--- src/rtl/truth_table_sweeper.sv ---
// truth_table_sweeper
// Sweep controller for a 4-input/2-output combinational block. On start it
// drives the 16 input combinations {a,b,c,d} = 0..15 in ascending order. Each
// vector is held for SETTLE_CYCLES cycles and then f_in/g_in are captured into
// 16-bit truth-table maps. The captured maps are checked against EXP_F/EXP_G,
// and the error count and first failing index are reported.
//
// Ports:
//   clk, rst        clock, asynchronous active-high reset
//   start           level-sampled start request (honoured in IDLE and DONE)
//   abort           returns to IDLE from any state; partial results are kept
//   f_in, g_in      outputs of the block under test
//   a, b, c, d      inputs to the block under test ({a,b,c,d} = idx, a is MSB)
//   busy            high in SETTLE and SAMPLE
//   done            high in DONE
//   pass            done with no mismatches
//   f_map, g_map    captured truth tables (bit i = output for index i)
//   err_count       number of mismatching indices (0..16)
//   first_err_idx   lowest mismatching index, meaningful when err_count != 0
//   state_dbg       current FSM state, for checkers
//
// Handshake: start is a plain level. It is acted on at a rising edge only
// when the FSM is in IDLE or DONE and abort is low. abort is acted on at any
// rising edge outside IDLE and wins over start.
module truth_table_sweeper #(
  parameter int          SETTLE_CYCLES = 2,
  parameter logic [15:0] EXP_F         = 16'h6996,
  parameter logic [15:0] EXP_G         = 16'h8000
) (
  input  logic        clk,
  input  logic        rst,
  input  logic        start,
  input  logic        abort,
  input  logic        f_in,
  input  logic        g_in,
  output logic        a,
  output logic        b,
  output logic        c,
  output logic        d,
  output logic        busy,
  output logic        done,
  output logic        pass,
  output logic [15:0] f_map,
  output logic [15:0] g_map,
  output logic [4:0]  err_count,
  output logic [3:0]  first_err_idx,
  output logic [1:0]  state_dbg
);

  localparam logic [1:0] ST_IDLE   = 2'd0;
  localparam logic [1:0] ST_SETTLE = 2'd1;
  localparam logic [1:0] ST_SAMPLE = 2'd2;
  localparam logic [1:0] ST_DONE   = 2'd3;

  // Last settle count before moving to SAMPLE. SETTLE therefore occupies
  // exactly SETTLE_CYCLES cycles.
  localparam logic [3:0] SETTLE_LAST = 4'(SETTLE_CYCLES - 1);

  logic [1:0] state;
  logic [3:0] idx;
  logic [3:0] cnt;
  logic       mismatch;

  // A single mismatch per index, even when both f and g differ.
  assign mismatch = (f_in != EXP_F[idx]) || (g_in != EXP_G[idx]);

  always_ff @(posedge clk or posedge rst) begin
    if (rst) begin
      state         <= ST_IDLE;
      idx           <= 4'd0;
      cnt           <= 4'd0;
      f_map         <= 16'h0;
      g_map         <= 16'h0;
      err_count     <= 5'd0;
      first_err_idx <= 4'd0;
    end else begin
      case (state)
        ST_IDLE, ST_DONE: begin
          if (state == ST_DONE && abort) begin
            state <= ST_IDLE;
          end else if (start) begin
            state         <= ST_SETTLE;
            idx           <= 4'd0;
            cnt           <= 4'd0;
            f_map         <= 16'h0;
            g_map         <= 16'h0;
            err_count     <= 5'd0;
            first_err_idx <= 4'd0;
          end
        end
        ST_SETTLE: begin
          if (abort) begin
            state <= ST_IDLE;
          end else begin
            cnt <= cnt + 4'd1;
            if (cnt == SETTLE_LAST) begin
              state <= ST_SAMPLE;
            end
          end
        end
        ST_SAMPLE: begin
          if (abort) begin
            state <= ST_IDLE;
          end else begin
            f_map[idx] <= f_in;
            g_map[idx] <= g_in;
            if (mismatch) begin
              err_count <= err_count + 5'd1;
              if (err_count == 5'd0) begin
                first_err_idx <= idx;
              end
            end
            // idx never wraps: the last index always finishes the sweep.
            if (idx == 4'd15) begin
              state <= ST_DONE;
            end else begin
              idx   <= idx + 4'd1;
              cnt   <= 4'd0;
              state <= ST_SETTLE;
            end
          end
        end
        default: state <= ST_IDLE;
      endcase
    end
  end

  // Status and drive outputs are decoded from registered state only, so
  // a..d change on the edge that enters SETTLE for each index.
  assign busy = (state == ST_SETTLE) || (state == ST_SAMPLE);
  assign done = (state == ST_DONE);
  assign pass = done && (err_count == 5'd0);

  assign {a, b, c, d} = busy ? idx : 4'd0;

  assign state_dbg = state;

endmodule

--- config.mk ---
export PLATFORM = sky130hd
export DESIGN_NAME = truth_table_sweeper
export DESIGN_NICKNAME = d
export VERILOG_FILES = /design/src/rtl/truth_table_sweeper.sv
export SDC_FILE = /design/constraint.sdc
export NUM_CORES = 1
export LEC_CHECK = 0
export CAP_MARGIN = 40
export CELL_PAD_IN_SITES_DETAIL_PLACEMENT = 1
export CELL_PAD_IN_SITES_GLOBAL_PLACEMENT = 1
export CORE_UTILIZATION = 42
export CTS_BUF_LIST = sky130_fd_sc_hd__clkbuf_16
export CTS_CLUSTER_DIAMETER = 100
export DETAILED_ROUTE_END_ITERATION = 8
export PLACE_DENSITY = 0.9
export SLEW_MARGIN = 20
export SYNTH_ARGS = -nofsm -noshare
export SYNTH_HDL_FRONTEND = slang
export SYNTH_SLANG_ARGS = --single-unit
--- constraint.sdc ---
create_clock -name clk -period 3.55 [get_ports clk]
set_input_delay 0.5325 -clock clk [delete_from_list [all_inputs] [get_ports clk]]
set_output_delay 0.5325 -clock clk [all_outputs]
set_load 0.03 [all_outputs]
==> qor.txt, run 1 <==
fill cell total of the finished layout - 668
worst-path cell with the longest stage delay - clkdlybuf4s50_1
most area-consuming cells after synthesis - dfrtp_1, o2bb2ai_1, ha_1, nand2_1, a32o_1
P_leak - 1.383 nW
clock sinks - 51
synth-to-layout area growth - 29.54%
die footprint - 6573 sq um
number of H-tree levels - 2
EDFF count, synth - 0
Core Box Area - 5991 sq um
number of standard-cell rows in the floorplan - 28
number of top-level pins - 56
startpoint class of the critical path - register
pre-CTS setup slack - 0.9222 ns
number of global-route vias before repair - 2314
Hold Path Origin - g_map[3]$_DFFE_PP0P_
clock root buffer - clkbuf_16
antenna violations before repair - 0
Antenna diodes - 0
Max Fclk - 352.6 MHz
synthesized instance count - 251
total global routing track utilization - 23.71%
latest clock arrival within the worst-skew pair - 0.29 ns
Setup-failing EPs final - 0
worst hold path type - reg2reg
CTS tree - done
worst rel slew slack - 49.68%
drt drc - 0
slew of the pin with the lowest slew margin - 0.7548 ns
clock buffer depth - 2
number of nets in the layout - 321
post-synthesis instance area - 2626 sq um
run status - finished clean
fraction of post-synthesis cell area in the top cell type by area - 48.59%
setup slack, reg-to-reg - 1.24 ns
height of the die - 81.08 microns
Starting Density - 43.84%
aggregate negative setup slack - 0 ns
mean number of vias per cell - 5.881
dominant synthesized flop cell - dfrtp_1
library cell occupying the most area in the post-synthesis netlist - dfrtp_1
total power density per cell area - 458.3 nW/um^2
maxcap violations - 0
Routed Antenna Nets - 0
fraction of final layout cells sized beyond drive strength 1 - 7.566%
clock slew seen by the registers of the worst setup and hold paths - 0.07 ns
nets in the synthesized netlist - 269
wire length of the first global-routing pass - 11.70 mm
Final Slew Violations - 0
mean routed wirelength per cell - 18.80 microns
detailed router's first-iteration violation count - 116
setup ws final - 0.7140 ns
final setup skew - 0.004140 ns
required arrival time at the worst endpoint - 3.02 ns
start point of the critical path - err_count[0]$_DFFE_PP0P_
Critical Setup Path Class - reg2out
Via Count - 2229
nature of the critical path endpoint - output pin
post-synthesis cell type count - 43
final count of hold timing violations - 0
warning count from the yosys run - 0
sequential element share of the synthesized area - 48.59%
post_cts resized - 0
count of input and output buffers - 55
Seq cells post-synth - 51
Max VDD drop - 0.2256 mV
number of buffers added for setup after CTS - 0
critical path peak fanout - 6
maximum cell stage delay along the critical path - 0.66 ns
total half-perimeter wirelength after legalization and detailed placement - 4.753 mm
global placer's final weighted congestion - 0.7753
launch instance of the worst register-to-register path - state_dbg[0]$_DFFE_PP0P_
TritonCTS Buffers - 5
Total Routed Length - 7.125 mm
synthesized area per cell - 10.46 sq um
die boundary width - 81.08 microns
final clock period utilization by the worst path - 79.89%
leftover overflow at the end of global routing - 0
TritonRoute pass-1 iters - 4
Cell Chain, Critical Path - inv_1 > ha_1 > nor4b_2 > and2_1 > clkdlybuf4s50_1
Hold-fix buffers, CTS - 0
post-layout minimum cycle time - 2.836 ns
largest net degree at the start of global routing - 35
share of synthesized flip-flops with an asynchronous set or reset - 100.0%
RSZ-0062 raised after global routing - false
critical path arrival - 2.30 ns
[critical path: cells and delay by family (launching register included)]
family / cells / cell delay (ns)
flip-flops: 1 / 0.44
AND/OR/NAND/NOR: 2 / 0.68
adder cells (fa/ha/maj): 1 / 0.14
buffers and inverters: 2 / 0.74
[cell type report]
class | instances | area (sq um) | area share, %
Sequential cell | 51 | 1276 | 37.51
Inverter | 13 | 48.80 | 1.434
Multi-Input combinational cell | 174 | 1245 | 36.59
Clock buffer | 5 | 125.1 | 3.678
Timing Repair Buffer | 58 | 593.1 | 17.43
Clock inverter | 3 | 20.02 | 0.5885
Tap cell | 75 | 93.84 | 2.758
[per-stage QoR]
stage	instances	power, mW	hold WS [ns]	cell area (sq um)	utilization, %
finish	379	1.559	0.4902	3402	56.79
global route	379	1.639	0.5063	3402	56.79
CTS	378	1.568	0.4951	3387	56.54
detailed placement	370	1.084	0.4749	3242	54.11
global placement	369	1.053	0.4772	3222	53.78
floorplan	251	0.9426	0.5047	2626	-
[registers in the layout, indices dropped and copies added (netlist names)]
signal / count
state_dbg: 2
g_map: 16
cnt: 4
err_count: 5
f_map: 16
first_err_idx: 4
idx: 4
[synth_stat cells (all sizes together), types with 3 or more instances]
cell     instances
dfrtp           51
nand2           37
o2bb2ai         30
inv             13
ha              12
nand3           11
a32o             8
nand3b           8
clkbuf           7
o21ai            7
buf              6
nor2             6
a22o             4
mux2             4
nor2b            4
o211ai           4
or3b             4
nand2b           3
o21a             3
[routing by layer]
| layer | vias up | part of all wire [%] | GRT usage (%) |
|---|---|---|---|
| li1 | 1030 | - | - |
| met1 | 1114 | 45 | 30.38 |
| met2 | 69 | 48 | 39.16 |
| met3 | 16 | 4.1 | 4.382 |
| met4 | 0 | 2.4 | 10.00 |
| met5 | - | 0 | 0 |
[final timing paths]
kind	to	cells after the start
max in group asynchronous	state_dbg[1]$_DFFE_PP0P_	3
hold / removal	g_map[3]$_DFFE_PP0P_	1
hold reg to reg	g_map[3]$_DFFE_PP0P_	1
setup reg to reg	f_map[6]$_DFFE_PP0P_	6
setup / recovery	pass	5
min in group asynchronous	g_map[7]$_DFFE_PP0P_	2
[layout by cell type, fill, tap and decap left out, drive strengths merged, types with 5 or more instances in the layout]
master	netlist	final
a32o	8	8
clkbuf	7	5
clkdlybuf4s50	0	55
dfrtp	51	51
ha	12	12
inv	13	13
nand2	37	37
nand3	11	11
nand3b	8	8
nor2	6	6
o21ai	7	7
o2bb2ai	30	30
[cells by family after synthesis]
| kind of cell | share of synthesized area (%) |
|---|---|
| AND/OR/NAND/NOR | 16.67 |
| AO/OA/AOI/OAI | 21.92 |
| flip-flops | 48.59 |
| buffers and inverters | 4.002 |
| adder cells (fa/ha/maj) | 5.717 |
| multiplexers | 2.096 |
| XOR/XNOR | 1.001 |
[power by group]
part	switching (mW)	total [mW]	internal (mW)	leakage, nW
combinational	0.296	0.452	0.156	0.607
sequential	0.0281	0.629	0.601	0.710
clock	0.218	0.478	0.260	0.0658
Power figures use the tool's default switching activity.
==> inputs of run 2 (changes only) <==
CORE_UTILIZATION = 35   (was 42)
PLACE_DENSITY = 0.81   (was 0.9)
clock period = 2.39 ns   (was 3.55 ns; I/O delays follow)
==> qor.txt, run 2 (same netlist as run 1, synthesis figures left out) <==
total global routing track utilization - 20.43%
Setup-failing EPs final - 0
detailed router's first-iteration violation count - 111
TritonRoute pass-1 iters - 4
clock buffer depth - 2
Max Fclk - 469.3 MHz
drt drc - 0
die boundary width - 88.63 microns
Starting Density - 36.21%
Critical Setup Path Class - reg2reg
global placer's final weighted congestion - 0.7585
count of input and output buffers - 55
worst r2r path cells - 6
total power density per cell area - 665.7 nW/um^2
mean number of vias per cell - 5.473
pre-CTS setup slack - 0.2328 ns
required arrival time at the worst endpoint - 2.57 ns
number of nets in the layout - 332
critical path's most frequent cell - ha_1
maxcap violations - 0
largest registers in the final layout - f_map: 16 flops, g_map: 16 flops, err_count: 5 flops
P_leak - 1.521 nW
CTS tree - done
leading cell types in the layout, fill and taps excluded - dfrtp_1, clkdlybuf4s50_1, nand2_1
height of the die - 88.63 microns
run status - finished clean
most frequent standard cell in the layout excluding fill and tap cells - dfrtp_1
number of H-tree levels - 2
number of top-level pins - 56
wire length of the first global-routing pass - 12.16 mm
clock root buffer - clkbuf_16
mean routed wirelength per cell - 17.92 microns
setup ws final - 0.2593 ns
final count of hold timing violations - 0
Cell Chain, Critical Path - ha_1 > ha_1 > and3_1 > o21ai_1 > o221ai_1 > a32o_1
Via Count - 2266
Hold-fix buffers, CTS - 0
launch instance of the worst register-to-register path - idx[1]$_DFFE_PP0P_
leftover overflow at the end of global routing - 0
worst-path cell with the longest stage delay - dfrtp_1
setup slack, reg-to-reg - 0.26 ns
clock sinks - 51
startpoint class of the critical path - register
nature of the critical path endpoint - register
Max VDD drop - 0.2719 mV
total half-perimeter wirelength after legalization and detailed placement - 5.342 mm
Final Slew Violations - 0
maximum cell stage delay along the critical path - 0.48 ns
final setup skew - 0.003360 ns
number of standard-cell rows in the floorplan - 31
clock slew seen by the registers of the worst setup and hold paths - 0.07 ns
Antenna diodes - 0
slew of the pin with the lowest slew margin - 0.4987 ns
Total Routed Length - 7.418 mm
aggregate negative setup slack - 0 ns
worst rel slew slack - 66.68%
synth-to-layout area growth - 34.06%
TritonCTS Buffers - 5
fill cell total of the finished layout - 831
critical path arrival - 2.31 ns
endpoint of the most critical register-to-register path - first_err_idx[2]$_DFFE_PP0P_
worst hold path type - in2async
number of global-route vias before repair - 2402
critical path peak fanout - 7
antenna violations before repair - 0
destination of the critical timing path - first_err_idx[2]$_DFFE_PP0P_
die footprint - 7854 sq um
post-layout minimum cycle time - 2.131 ns
latest clock arrival within the worst-skew pair - 0.29 ns
start point of the critical path - idx[1]$_DFFE_PP0P_
fraction of final layout cells sized beyond drive strength 1 - 10.16%
Core Box Area - 7253 sq um
Routed Antenna Nets - 0
RSZ-0062 raised after global routing - false
largest net degree at the start of global routing - 52
final clock period utilization by the worst path - 89.15%
run 2: cell types whose count changed in the layout (fill, tap and decap cells not counted):
cell / before / now
dlymetal6s2s_1: 0 / 4
inv_1: 12 / 13
dlygate4sd2_1: 0 / 2
clkinv_2: 1 / 0
ha_2: 0 / 1
clkinvlp_4: 2 / 0
clkdlybuf4s50_1: 55 / 49
buf_12: 1 / 2
buf_8: 1 / 0
buf_4: 1 / 12
ha_1: 12 / 11
clkinv_1: 0 / 2
run 2: critical path, delay by kind of cell, from the launching register on:
family	cells	cell delay, ns
AOI/OAI and AO/OA	3	0.93
adders and majority gates	2	0.44
and+or+nand+nor	1	0.17
DFF	1	0.48
run 2: where the power goes:
part	internal (mW)	switching [mW]	total (mW)
clock	0.378	0.319	0.697
sequential	0.892	0.0320	0.924
combinational	0.262	0.460	0.722
total	1.53	0.812	2.34
run 2: through the flow:
stage                     utilization [%]  std cells  power (mW)  cell area [sq um]  hold slack, ns
after floorplan                         -        251       1.400               2626          0.5047
after global placement              46.52        406       1.626               3374          0.4791
after detailed placement            46.52        406       1.667               3374          0.4725
after CTS                           48.40        414       2.351               3511          0.4476
after global routing                48.54        414       2.455               3521          0.4549
final                               48.54        414       2.344               3521          0.4158
run 2: repair_timing:
action,CTS,global route
buffers inserted,0,0
endpoints found under the setup margin,5,4
gates resized for setup,3,4
run 2: metal layers:
layer / part of all wire [%] / global-route usage, %
met1: 43 / 24.70
met2: 52 / 37.27
met3: 3.3 / 3.358
met4: 0.92 / 6.012
met5: 0 / 0
run 2: final cells by class:
cell class	count	area, sq um	share of cell area [%]
well taps	99	123.9	3.518
repair buffers	69	688.2	19.55
clock buffers	5	125.1	3.554
flip-flops and latches	51	1276	36.25
inverters	13	48.80	1.386
multi-input cells	174	1247	35.43
clock inverters	3	11.26	0.3198
run 2: how the worst min path moves through the flow:
stage	startpoint	cells past startpoint	end	slack (ns)
after floorplan	cnt[3]$_DFFE_PP0P_	2	cnt[3]$_DFFE_PP0P_	0.50
final	rst	3	err_count[1]$_DFFE_PP0P_	0.42
after CTS	rst	3	err_count[0]$_DFFE_PP0P_	0.45
after global placement	f_map[3]$_DFFE_PP0P_	1	f_map[3]$_DFFE_PP0P_	0.48
after detailed placement	f_map[10]$_DFFE_PP0P_	1	f_map[10]$_DFFE_PP0P_	0.47
after global routing	rst	3	err_count[1]$_DFFE_PP0P_	0.45
